### config.mk
export PLATFORM = sky130hd
export DESIGN_NAME = uart_tx
export DESIGN_NICKNAME = d
export VERILOG_FILES = /design/src/rtl/uart_tx_pkg.sv /design/src/rtl/uart_tx_tick_edge_detect.sv /design/src/rtl/uart_tx.sv
export SDC_FILE = /design/constraint.sdc
export NUM_CORES = 1
export LEC_CHECK = 0
export ABC_AREA = 1
export BUFFER_PORTS_ARGS = -buffer_cell sky130_fd_sc_hd__buf_2
export CAP_MARGIN = 20
export CORE_MARGIN = 10
export CORE_UTILIZATION = 53
export CTS_BUF_LIST = sky130_fd_sc_hd__clkbuf_16
export DETAILED_ROUTE_END_ITERATION = 10
export PLACE_DENSITY_LB_ADDON = 0.15
export RECOVER_POWER = 100
export SLEW_MARGIN = 20
export SYNTH_ARGS = -nofsm -noshare
export SYNTH_HDL_FRONTEND = slang
export SYNTH_SLANG_ARGS = --single-unit
export TNS_END_PERCENT = 50
### constraint.sdc
create_clock -name clk -period 1.7 [get_ports clk]
set_input_delay 0.085 -clock clk [delete_from_list [all_inputs] [get_ports clk]]
set_output_delay 0.085 -clock clk [all_outputs]
set_load 0.05 [all_outputs]
### src/rtl/uart_tx_pkg.sv
// uart_tx_pkg: FSM states, parity modes and the clog2 helper shared by the UART blocks.
package uart_tx_pkg;

    typedef enum logic [2:0] {
        ST_IDLE,
        ST_SYNC,
        ST_START,
        ST_DATA,
        ST_PARITY,
        ST_STOP
    } state_e;

    localparam int PARITY_NONE = 0;
    localparam int PARITY_ODD  = 1;
    localparam int PARITY_EVEN = 2;

    function automatic int clog2(input int v);
        int r;
        r = 0;
        while ((1 << r) < v) r++;
        return r;
    endfunction

endpackage

### src/rtl/uart_tx_tick_edge_detect.sv
// tick_edge_detect: one-cycle pulse per rising edge of level; a level already high
// when reset is released does not count as an edge.
module tick_edge_detect (
    input  logic clk,
    input  logic reset_n,
    input  logic level,
    output logic pulse
);

    logic level_q;

    always_ff @(posedge clk or negedge reset_n) begin
        if (!reset_n) level_q <= 1'b1;
        else          level_q <= level;
    end

    assign pulse = level & ~level_q;

endmodule

### src/rtl/uart_tx.sv
// uart_tx: valid/ready byte in, LSB-first serial frame out (start, data, optional parity, stop),
// with every bit boundary aligned to a baud tick event.
module uart_tx
    import uart_tx_pkg::*;
#(
    parameter int DATA_BITS     = 8,
    parameter int PARITY        = 0,
    parameter int STOP_BITS     = 1,
    parameter int TICKS_PER_BIT = 2
) (
    input  logic                 clk,
    input  logic                 reset_n,
    input  logic                 baud_tick,
    input  logic [DATA_BITS-1:0] tx_data,
    input  logic                 tx_valid,
    output logic                 tx_ready,
    output logic                 tx,
    output logic                 busy,
    output logic                 tx_done
);

    localparam int TW = (clog2(TICKS_PER_BIT) < 1) ? 1 : clog2(TICKS_PER_BIT);

    state_e               state_q, state_d;
    logic [DATA_BITS-1:0] shift_q, shift_d;
    logic [TW-1:0]        tick_cnt_q, tick_cnt_d;
    logic [2:0]           bit_cnt_q, bit_cnt_d;
    logic                 stop_cnt_q, stop_cnt_d;
    logic                 par_q, par_d;
    logic                 tx_q, tx_d;
    logic                 busy_q, busy_d;
    logic                 done_q, done_d;
    logic                 tick_ev, last;

    tick_edge_detect u_edge (
        .clk    (clk),
        .reset_n(reset_n),
        .level  (baud_tick),
        .pulse  (tick_ev)
    );

    assign last = tick_ev && (tick_cnt_q == TW'(TICKS_PER_BIT - 1));

    always_comb begin
        state_d    = state_q;
        shift_d    = shift_q;
        tick_cnt_d = tick_cnt_q;
        bit_cnt_d  = bit_cnt_q;
        stop_cnt_d = stop_cnt_q;
        par_d      = par_q;
        done_d     = 1'b0;
        if (state_q != ST_IDLE && state_q != ST_SYNC && tick_ev)
            tick_cnt_d = last ? '0 : tick_cnt_q + 1'b1;
        case (state_q)
            ST_IDLE: if (tx_valid) begin
                shift_d = tx_data;
                par_d   = (PARITY == PARITY_ODD) ? ~^tx_data : ^tx_data;
                state_d = ST_SYNC;
            end
            ST_SYNC: if (tick_ev) begin
                tick_cnt_d = '0;
                state_d    = ST_START;
            end
            ST_START: if (last) begin
                bit_cnt_d = '0;
                state_d   = ST_DATA;
            end
            ST_DATA: if (last) begin
                if (bit_cnt_q == 3'(DATA_BITS - 1)) begin
                    stop_cnt_d = 1'b0;
                    state_d    = (PARITY != PARITY_NONE) ? ST_PARITY : ST_STOP;
                end else begin
                    bit_cnt_d = bit_cnt_q + 3'd1;
                    shift_d   = shift_q >> 1;
                end
            end
            ST_PARITY: if (last) begin
                stop_cnt_d = 1'b0;
                state_d    = ST_STOP;
            end
            ST_STOP: if (last) begin
                if (stop_cnt_q == 1'(STOP_BITS - 1)) begin
                    done_d  = 1'b1;
                    state_d = ST_IDLE;
                end else begin
                    stop_cnt_d = 1'b1;
                end
            end
            default: state_d = ST_IDLE;
        endcase
        // line level is registered from the next state so it changes one clk after the event
        tx_d   = (state_d == ST_START)  ? 1'b0 :
                 (state_d == ST_DATA)   ? shift_d[0] :
                 (state_d == ST_PARITY) ? par_q : 1'b1;
        busy_d = (state_d != ST_IDLE);
    end

    always_ff @(posedge clk or negedge reset_n) begin
        if (!reset_n) begin
            state_q    <= ST_IDLE;
            shift_q    <= '0;
            tick_cnt_q <= '0;
            bit_cnt_q  <= '0;
            stop_cnt_q <= 1'b0;
            par_q      <= 1'b0;
            tx_q       <= 1'b1;
            busy_q     <= 1'b0;
            done_q     <= 1'b0;
        end else begin
            state_q    <= state_d;
            shift_q    <= shift_d;
            tick_cnt_q <= tick_cnt_d;
            bit_cnt_q  <= bit_cnt_d;
            stop_cnt_q <= stop_cnt_d;
            par_q      <= par_d;
            tx_q       <= tx_d;
            busy_q     <= busy_d;
            done_q     <= done_d;
        end
    end

    assign tx_ready = (state_q == ST_IDLE);
    assign tx       = tx_q;
    assign busy     = busy_q;
    assign tx_done  = done_q;

endmodule

[Yosys cells after proc, flatten, opt, wreduce, memory -nomap -nowiden]
Index checks and enable logic that the tools add are counted.
Word-level totals
  bits in registers: 21
  output and inout port bits: 4
  word-level logic and storage cells: 79
Operators by class
  add/sub/neg operators: 2
  equality and inequality tests: 17
  multiplexer cells: 33
  bitwise operators: 2
  reductions and logical operators: 14
Operator list (number)
  $mux 3: 11
  $mux 8: 3
  $pmux 3 s6: 1
  $pmux 8 s2: 1
  $mux 1: 15
  $ne 2x2->1 const B: 7
  $eq 3x2->1 const B: 4
  $eq 3x3->1 const B: 4
  $reduce_bool 3->1: 3
  $reduce_and 4->1: 2
  $reduce_xor 8->1: 1
  $pmux 3 s2: 1
  $reduce_and 5->1: 1
  $reduce_bool 2->1: 2
  $add 3x1->3 const B: 1
  $eq 3x1->1 const B: 1
  $logic_and 1x1->1: 3
  $logic_not 3->1: 1
  $ne 3x1->1 const B: 1
  $pmux 1 s3: 1
  $reduce_and 2->1: 1
  $add 1x1->1 const B: 1
  $and 1x1->1: 1
  $not 1->1: 1

[Logic depth before layout (Yosys ltp)]
Gate-level depths: netlist (run 1).
  depth after elaboration: 9
  mapped depth: 12
  gate-level depth less buffers: 12

[Cells and area by module]
From an unflattened synthesis (run 1), not the netlist that was laid out.
Second synthesis, totals
  cell total of the unflattened synthesis: 134
  area total of the unflattened synthesis: 1132.3 um^2
By module, submodules not included
  uart_tx: instances 1, cells each 131, area each 1096.1 um^2
  tick_edge_detect: instances 1, cells each 3, area each 36.3 um^2

[Worst setup path before layout (run 1)]
OpenSTA, ideal clock, no wires.
  path kind: register -> register
  start point: reg bit_cnt_q[0]
  end point: reg tx_q, in the netlist tx
  data arrival time: 1.405 ns
  data required time: 1.628 ns
  setup slack: 0.223 ns
  cell stages (with the launch flop): 13
  clock period less this slack: 1.477 ns
  path through: dfrtp_1 > ha_1 > ha_1 > inv_1 > nand4_1 > nand2_4 > nand2_4 > nand2_1 > nand2_1 > nand2_1 > nand2_1 > nand2_1 > inv_1
On the way
  elaborated cells on any way between the ends: 13
  those cells by class: eq/ne (4); mux (9)
RTL lines
  from (decl): line uart_tx.sv:27  | logic [2:0] bit_cnt_q, bit_cnt_d;
  from (signal assigned): line uart_tx.sv:113  | bit_cnt_q <= bit_cnt_d;
  $eq 3x3->1: line uart_tx.sv:69  | if (bit_cnt_q == 3'(DATA_BITS - 1)) begin
  $mux 8: line uart_tx.sv:69
  $mux 8: line uart_tx.sv:68  | ST_DATA: if (last) begin
  $pmux 8 s2: line uart_tx.sv:54  | case (state_q)
  net shift_d[0]: line uart_tx.sv:25  | logic [DATA_BITS-1:0] shift_q, shift_d;
  $mux 1: line uart_tx.sv:93  | (state_d == ST_DATA) ? shift_d[0] :
  $mux 1: line uart_tx.sv:92  | tx_d = (state_d == ST_START) ? 1'b0 :
  net tx_d: line uart_tx.sv:30  | logic tx_q, tx_d;
  to (signal assigned): line uart_tx.sv:116  | tx_q <= tx_d;
  to (decl): line uart_tx.sv:30
The timed path passes the listed nets, and every way through them passes these cells. The select of a mux whose other input is x is not followed.
A chain may end at the register's enable or synchronous reset.

[Final worst setup path (run 1)]
Same ends and word-level chain as after synthesis.

==> metrics.yaml, run 1 <==
worst_setup_path:
  crit_top_cell: "nand2_2"
  crit_required_ps: 1890
  cpPeakStageDelay_ps: 400
  reg2reg_to: "tx$_DFF_PN1_"
  endpoint: "tx$_DFF_PN1_"
  crit_cells: 12
  crit_chain: "ha_2 > ha_4 > inv_2 > nand4_1 > nand2_4 > nand2_8 > nand2_2 > nand2_2 > nand2_2 > nand2_2 > nand2_1 > inv_1"
  end_kind: "register"
  reg2reg_depth: 12
  crit_family: "simple AND/OR/NAND/NOR gates"
  crit_type: "register to register"
  crit_start: "bit_cnt_q[0]$_DFFE_PN0P_"
  crit_path_start_kind: "register"
  crit_fanout: 7
  arrival_ps: 1840
  slowest_stage: "dfrtp_1"
  r2r_slack_ps: 50
  crit_buf_inv: 2
  r2r-start: "bit_cnt_q[0]$_DFFE_PN0P_"
logic_synthesis:
  yosys_warnings: 0
  synth-seq-cells: 20
  synth.distinct_cells: 21
  syn_area_sq_um: 1060
  netlist_instances: 130
  synth_compound_area_frac: 0.0764
  synthSimpleGateAreaFrac: 0.307
  synth_fp_nets: 144
  yosys.area_share.xor_xnor: 0.0576
  synthAdderAreaFrac: 0.0235
  synth_top_family_by_area: "simple AND/OR/NAND/NOR gates"
  synth.avg_cell_area_sq_um: 8.19
  muxShareOfSynthArea: 0
  ys_top_cells_by_area: "dfrtp_1 (42%), nand2_1 (13%), nand3_1 (6.1%)"
  synth_top_area_cell: "dfrtp_1"
  ys_seq_area_frac: 0.472
  synth_top_cell_area_share: 0.423
clock_network:
  clk_latency_ps: 250
  clock_sinks: 20
  h-tree-depth: 1
  clockBufferDepth: 2
  cts_tree: "done"
  cts_made_buffers: 3
  cts_root_buf: "clkbuf_16"
  clk_pin_slew_ps: 50
sta:
  drv_slew: 0
  fmax_mhz: 605
  setup_slack_ps: 46.8
  hold_viol: 0
  worst_slew_pin_slew_ps: 1070
  rsz0062_at_grt: "yes"
  hold_ws_ps: 65.3
  fin_skew_ps: 2.74
  min_period_over_period: 0.972
  min_period_ps: 1650
  finalSetupViolations: 0
  slew_headroom: 0.284
die:
  die_w_um: 64.8
  start_util: 0.548
  die_h_um: 64.8
  core_sq_um: 1940
  dieArea_sq_um: 4200
  pin_count: 16
  num_rows: 16
power:
  ir_drop_mv: 1.05
  p_leak_nw: 0.701
  power_density_nw_per_um2: 1710
global_route:
  grt_max_degree: 21
  antenna_found_initial: 0
  grt_pass1_wl_um: 4080
  grt_pass1_vias: 958
  track_usage: 0.117
  grt_overflow: 0
hold_path:
  min_path_cells: 3
  hold_path.class: "input pin to register"
placement:
  port_buffers: 15
  dpl.cell_count: 172
  hpwl_um: 1640
  place.gp.congestion: 0.902
  dpl_worst_slack_ps: 80.6
  place_area_sq_um: 1170
final_layout:
  postLayoutCoreUtil: 0.698
  final_area_sq_um: 1360
  antenna_cells: 0
  syn2layout_area_growth_pct: 27.3
  nNetsFinal: 169
  final_cells: 181
  fillers: 152
  layout-drive-gt1-share: 0.234
route:
  dr.pass1.iters: 4
  vias: 923
  dr.first_iter.drc_count: 39
  ant_nets: 0
  routed_wl_um: 2320
  viasPerCell: 5.10
  drcViolationCount: 0
  wl_per_cell_um: 12.8
outcome:
  status: "complete, no violations"
run:
  drv_cap: 0
report_power, final:
part / switching, W / internal (W)
clock: 0.000167 / 0.000467
sequential: 0.000122 / 0.000648
combinational: 0.000605 / 0.000302
total: 0.000895 / 0.00142
registers in the layout, summed over array words and instances, names as in the netlist:
name / cells
u_edge.level_q: 1
tick_cnt_q: 1
busy: 1
par_q: 1
bit_cnt_q: 3
shift_q: 8
tx: 1
state_q: 3
tx_done: 1
worst min path at each step:
stage / slack (ps) / start / end
after detailed placement: 60 / reset_n / tx_done$_DFF_PN0_
after floorplan: -210 / reset_n / bit_cnt_q[0]$_DFFE_PN0P_
final: 70 / tx_data[5] / shift_q[5]$_DFFE_PN0P_
after global routing: 80 / tx_data[2] / shift_q[2]$_DFFE_PN0P_
after CTS: 70 / tx_data[5] / shift_q[5]$_DFFE_PN0P_
after global placement: 50 / reset_n / tx_done$_DFF_PN0_
cells in the mapped netlist (all sizes together):
| cell type | instances |
|---|---|
| dfrtp | 18 |
| ha | 2 |
| nand4 | 2 |
| a21oi | 3 |
| xor2 | 2 |
| o21ai | 1 |
| nand2 | 39 |
| nor3 | 2 |
| xnor2 | 5 |
| a22o | 1 |
| nor2 | 13 |
| nand3 | 15 |
| dfstp | 2 |
| inv | 18 |
| o21bai | 1 |
| and3 | 1 |
| a32oi | 5 |
final cells by class:
type,instances,area [sq um],share of cell area
Clock inverter,1,30.0,0.0222
Sequential cell,20,503,0.371
Inverter,18,67.6,0.0499
Tap cell,27,33.8,0.0249
Clock buffer,3,75.1,0.0554
Multi-Input combinational cell,92,533,0.393
Timing Repair Buffer,20,113,0.0831
repair_timing:
action / CTS / global route
hold buffers: 2 / 0
setup endpoints to repair: 0 / 5
gates resized for setup: 0 / 11
setup buffers: 0 / 3
endpoints found under the hold margin: 19 / 0
layout by cell type, fill, tap and decap left out, drive strengths merged, types with 2 or more instances in the layout:
cell type / count
ha: 2
nand3: 15
a32oi: 5
nor2: 13
nand2: 39
xor2: 2
nor3: 2
inv: 18
a21oi: 3
dlygate4sd3: 2
dfrtp: 18
nand4: 2
dfstp: 2
buf: 14
xnor2: 5
clkbuf: 7
metrics by stage:
step | setup TNS, ps | power, W
finish | 0 | 0.00231
global route | -308 | 0.00248
CTS | 0 | 0.00220
detailed placement | 0 | 0.00155
global placement | 0 | 0.00154
floorplan | 0 | 0.00136
metal layers:
| metal | global-route usage | vias to the layer above | part of all wire |
|---|---|---|---|
| li1 | - | 472 | - |
| met1 | 0.136 | 421 | 0.43 |
| met2 | 0.202 | 26 | 0.51 |
| met3 | 0.0361 | 4 | 0.048 |
| met4 | 0.0321 | 0 | 0.010 |
| met5 | 0 | - | 0 |
tightest hold or removal path: cells and delay by family:
kind / cells / cell delay [ps]
AOI/OAI and AO/OA: 1 / 50
and+or+nand+nor: 1 / 50
buffers and inverters: 1 / 90
cells by family (layout without fill, tap and decap cells):
logic type | Yosys count | after routing
xor+xnor | 7 | 7
buf+inv | 18 | 42
compound gates | 11 | 11
simple gates | 72 | 72
fa+ha+maj | 2 | 2
flops | 20 | 20
Power figures use the tool's default switching activity.
==> inputs of run 2 (changes only) <==
Settings changed: PLACE_DENSITY from default to 0.87, PLACE_DENSITY_LB_ADDON 0.15 to default, REMOVE_ABC_BUFFERS from default to 1, SYNTH_HIERARCHICAL from default to 1.
==> run 2 against run 1 <==
Final area fell by 3.2%. Clock power shrank 26%. Non-clock buffer count is 3 lower. Sequential share of layout area rose by 1.2 points. Setup slack improved by 130 ps. Clock skew shrank 0.94 ps. Clock-buffer cell count stayed put. Flip-flop and latch count is the same. Highest routed layer unchanged.
==> metrics.yaml, run 2 <==
clock_network:
  clk_latency_ps: 250  # about the same
  cts_root_buf: "clkbuf_16"
  cts_made_buffers: 3  # unchanged
  clock_sinks: 20  # unchanged
  h-tree-depth: 1  # unchanged
  cts_tree: "done"
  clockBufferDepth: 2  # unchanged
  cts_setup_buffers: 0  # unchanged
  clk_pin_slew_ps: 50  # about the same
placement:
  dpl.cell_count: 174  # +1.2%
  hpwl_um: 1720  # +5.2%
  port_buffers: 15  # unchanged
  place_area_sq_um: 1210  # +3.4%
  place.gp.congestion: 0.839  # -7.0%
sta:
  hold_ws_ps: 75.4  # +10.0 ps
  slew_headroom: 0.295  # +0.0103
  hold_viol: 0  # unchanged
  finalSetupViolations: 0  # unchanged
  fin_skew_ps: 1.80  # -0.939 ps
  worst_slew_pin_slew_ps: 1060  # -15.4 ps
  min_period_over_period: 0.895  # -0.0779
  fin_setup_tns_ps: 0  # unchanged
  min_period_ps: 1520  # -132 ps
  drv_slew: 0  # unchanged
  rsz0062_at_grt: "no"
  fmax_mhz: 658  # +8.7%
run:
  drv_cap: 0  # unchanged
logic_synthesis:
  netlist_instances: 134  # +3.1%
  synth-seq-cells: 20  # unchanged
  synth_top_area_cell: "dfrtp_1"
  synth.distinct_cells: 26  # +24%
  synthArstFlopShare: 1.00  # unchanged
  ys_seq_area_frac: 0.444  # -0.0282
  ys_top_cells_by_area: "dfrtp_1 (40%), nand2_1 (11%), nand3_1 (8.0%)"
  yosys_warnings: 6  # +6
  ys.flop_type: "dfrtp_1"
  syn_area_sq_um: 1130  # +6.3%
  synth_edf_count: 0  # unchanged
  synth.top_cells.by_count: "nand2_1 (32), dfrtp_1 (18), nand3_1 (18)"
  post-synth-top-count-cell: "nand2_1"
  synth_top_cell_area_share: 0.398  # -0.0252
  synth.avg_cell_area_sq_um: 8.45  # +3.2%
final_layout:
  antenna_cells: 0  # unchanged
  nNetsFinal: 168  # -0.59%
  seq_area_sq_um: 503  # unchanged
  postLayoutCoreUtil: 0.655  # -0.0428
  final_common_cell: "nand2_1"
  syn2layout_area_growth_pct: 15.8
  final_area_sq_um: 1310  # -3.2%
  multi_input_area_sq_um: 546  # +2.3%
  layout_common_cells: "nand2_1 (32), nand3_1 (18), dfrtp_1 (18)"
  largest_register_ffs: 8  # unchanged
  final_cells: 179  # -1.1%
  fillers: 181  # +19%
  top_register: "shift_q"
  layout-drive-gt1-share: 0.217  # -0.0167
  reg_top3: "shift_q (8), bit_cnt_q (3), state_q (3)"
worst_setup_path:
  crit_family: "buffers and inverters"
  crit_buf_inv: 5  # +3
  cpPeakStageDelay_ps: 520  # +120 ps
  crit_path_start_kind: "input pin"
  crit_top_cell: "inv_1"
  reg2reg_depth: 9  # -3
  slowest_stage: "dlygate4sd3_1"
  end_kind: "register"
  crit_cells: 10  # -2
  crit_type: "input pin to register"
  arrival_ps: 1660  # -180 ps
  crit_required_ps: 1840  # -50 ps
  crit_fanout: 7  # unchanged
  crit_chain: "dlygate4sd3_1 > buf_2 > inv_1 > nor2_2 > nand2_1 > inv_1 > nand2_1 > a21oi_2 > inv_1 > a22o_1"
die:
  start_util: 0.566  # +0.0173
  num_rows: 16  # unchanged
  core_sq_um: 2000  # +3.1%
  die_h_um: 66.2  # +2.2%
  die_w_um: 66.2  # +2.2%
  pin_count: 16  # unchanged
  dieArea_sq_um: 4390  # +4.4%
route:
  highest_layer: "met4"
  viasPerCell: 5.18  # +1.6%
  met1_length_um: 962  # -3.6%
  dr.first_iter.drc_count: 47  # +21%
  dr.pass1.iters: 5  # +1
  vias: 927  # +0.43%
  ant_nets: 0  # unchanged
  wl_per_cell_um: 12.3  # -3.7%
  drcViolationCount: 0  # unchanged
  routed_wl_um: 2210  # -4.7%
  wl_met2_um: 1050  # -12%
  dr_wl_met3_um: 150  # +34%
power:
  ir_drop_mv: 0.723  # -31%
  power_density_nw_per_um2: 1280  # -25%
  p_leak_nw: 0.678  # -3.4%
hold_path:
  min_path_cells: 3  # unchanged
  hold_path.class: "input pin to register"
outcome:
  status: "complete, no violations"
global_route:
  grt_pass1_vias: 967  # +0.94%
  antenna_found_initial: 0  # unchanged
  grt_max_degree: 21  # unchanged
  track_usage: 0.115  # -0.00125
  grt_overflow: 0  # unchanged
  grt_pass1_wl_um: 4020  # -1.5%
[run 2: cell types whose count changed in the layout (fill, tap and decap cells not counted), moves of 3 or more]
cell	previous run	this run
inv_1	16	13
a22oi_1	0	5
nand2_2	6	1
nand3_1	13	18
nor2_4	0	3
buf_4	3	0
a32oi_1	5	0
[run 2: metal layers]
layer | global-route usage | vias up
met5 | 0 | -
met4 | 0.0628 | 0
met3 | 0.0424 | 6
met2 | 0.187 | 28
met1 | 0.128 | 426
li1 | - | 467
[run 2: tightest hold or removal path: stages]
cell and delay, ps:
buf_2 100, nand2_1 60, nand2_1 60
[run 2: what timing repair did]
item / in CTS / in global routing
endpoints found under the hold margin: 19 / 0
hold buffers: 2 / 0
endpoints found under the setup margin: 0 / 1
gates resized for setup: 0 / 2
[run 2: area by class of cell]
type / count / area share
multi-input cells: 95 / 0.416
inverters: 17 / 0.0487
well taps: 27 / 0.0258
flip-flops and latches: 20 / 0.384
clock buffers: 3 / 0.0573
repair buffers: 17 / 0.0687
[run 2: where the power goes]
part           switching (W)  internal (W)  total [W]
sequential         0.0000970      0.000621   0.000718
clock               0.000158      0.000310   0.000468
combinational       0.000302      0.000190   0.000492
[run 2: worst paths after layout]
path | end | slack, ps | from
min | shift_q[7]$_DFFE_PN0P_ | 80 | tx_data[7]
max reg2reg | tx$_DFF_PN1_ | 220 | state_q[0]$_DFF_PN0_
min in group asynchronous | asynchronous set/reset pin | 540 | reset_n
max | bit_cnt_q[1]$_DFFE_PN0P_ | 180 | baud_tick
min reg2reg | par_q$_DFFE_PN0P_ | 480 | par_q$_DFFE_PN0P_
max in group asynchronous | bit_cnt_q[2]$_DFFE_PN0P_ | 520 | reset_n
[run 2: through the flow]
step / total power (W) / worst slack [ps]
global placement: 0.00119 / 227
detailed placement: 0.00122 / 148
global route: 0.00180 / 0.260
finish: 0.00168 / 179
CTS: 0.00170 / 135
floorplan: 0.00109 / 282
[run 2: logic make-up after synthesis]
kind of cell	Yosys count	synth area share
XOR/XNOR	6	0.0464
adder cells (fa/ha/maj)	2	0.0221
flip-flops	20	0.444
AO/OA/AOI/OAI	11	0.0685
AND/OR/NAND/NOR	76	0.338
buffers and inverters	19	0.0807
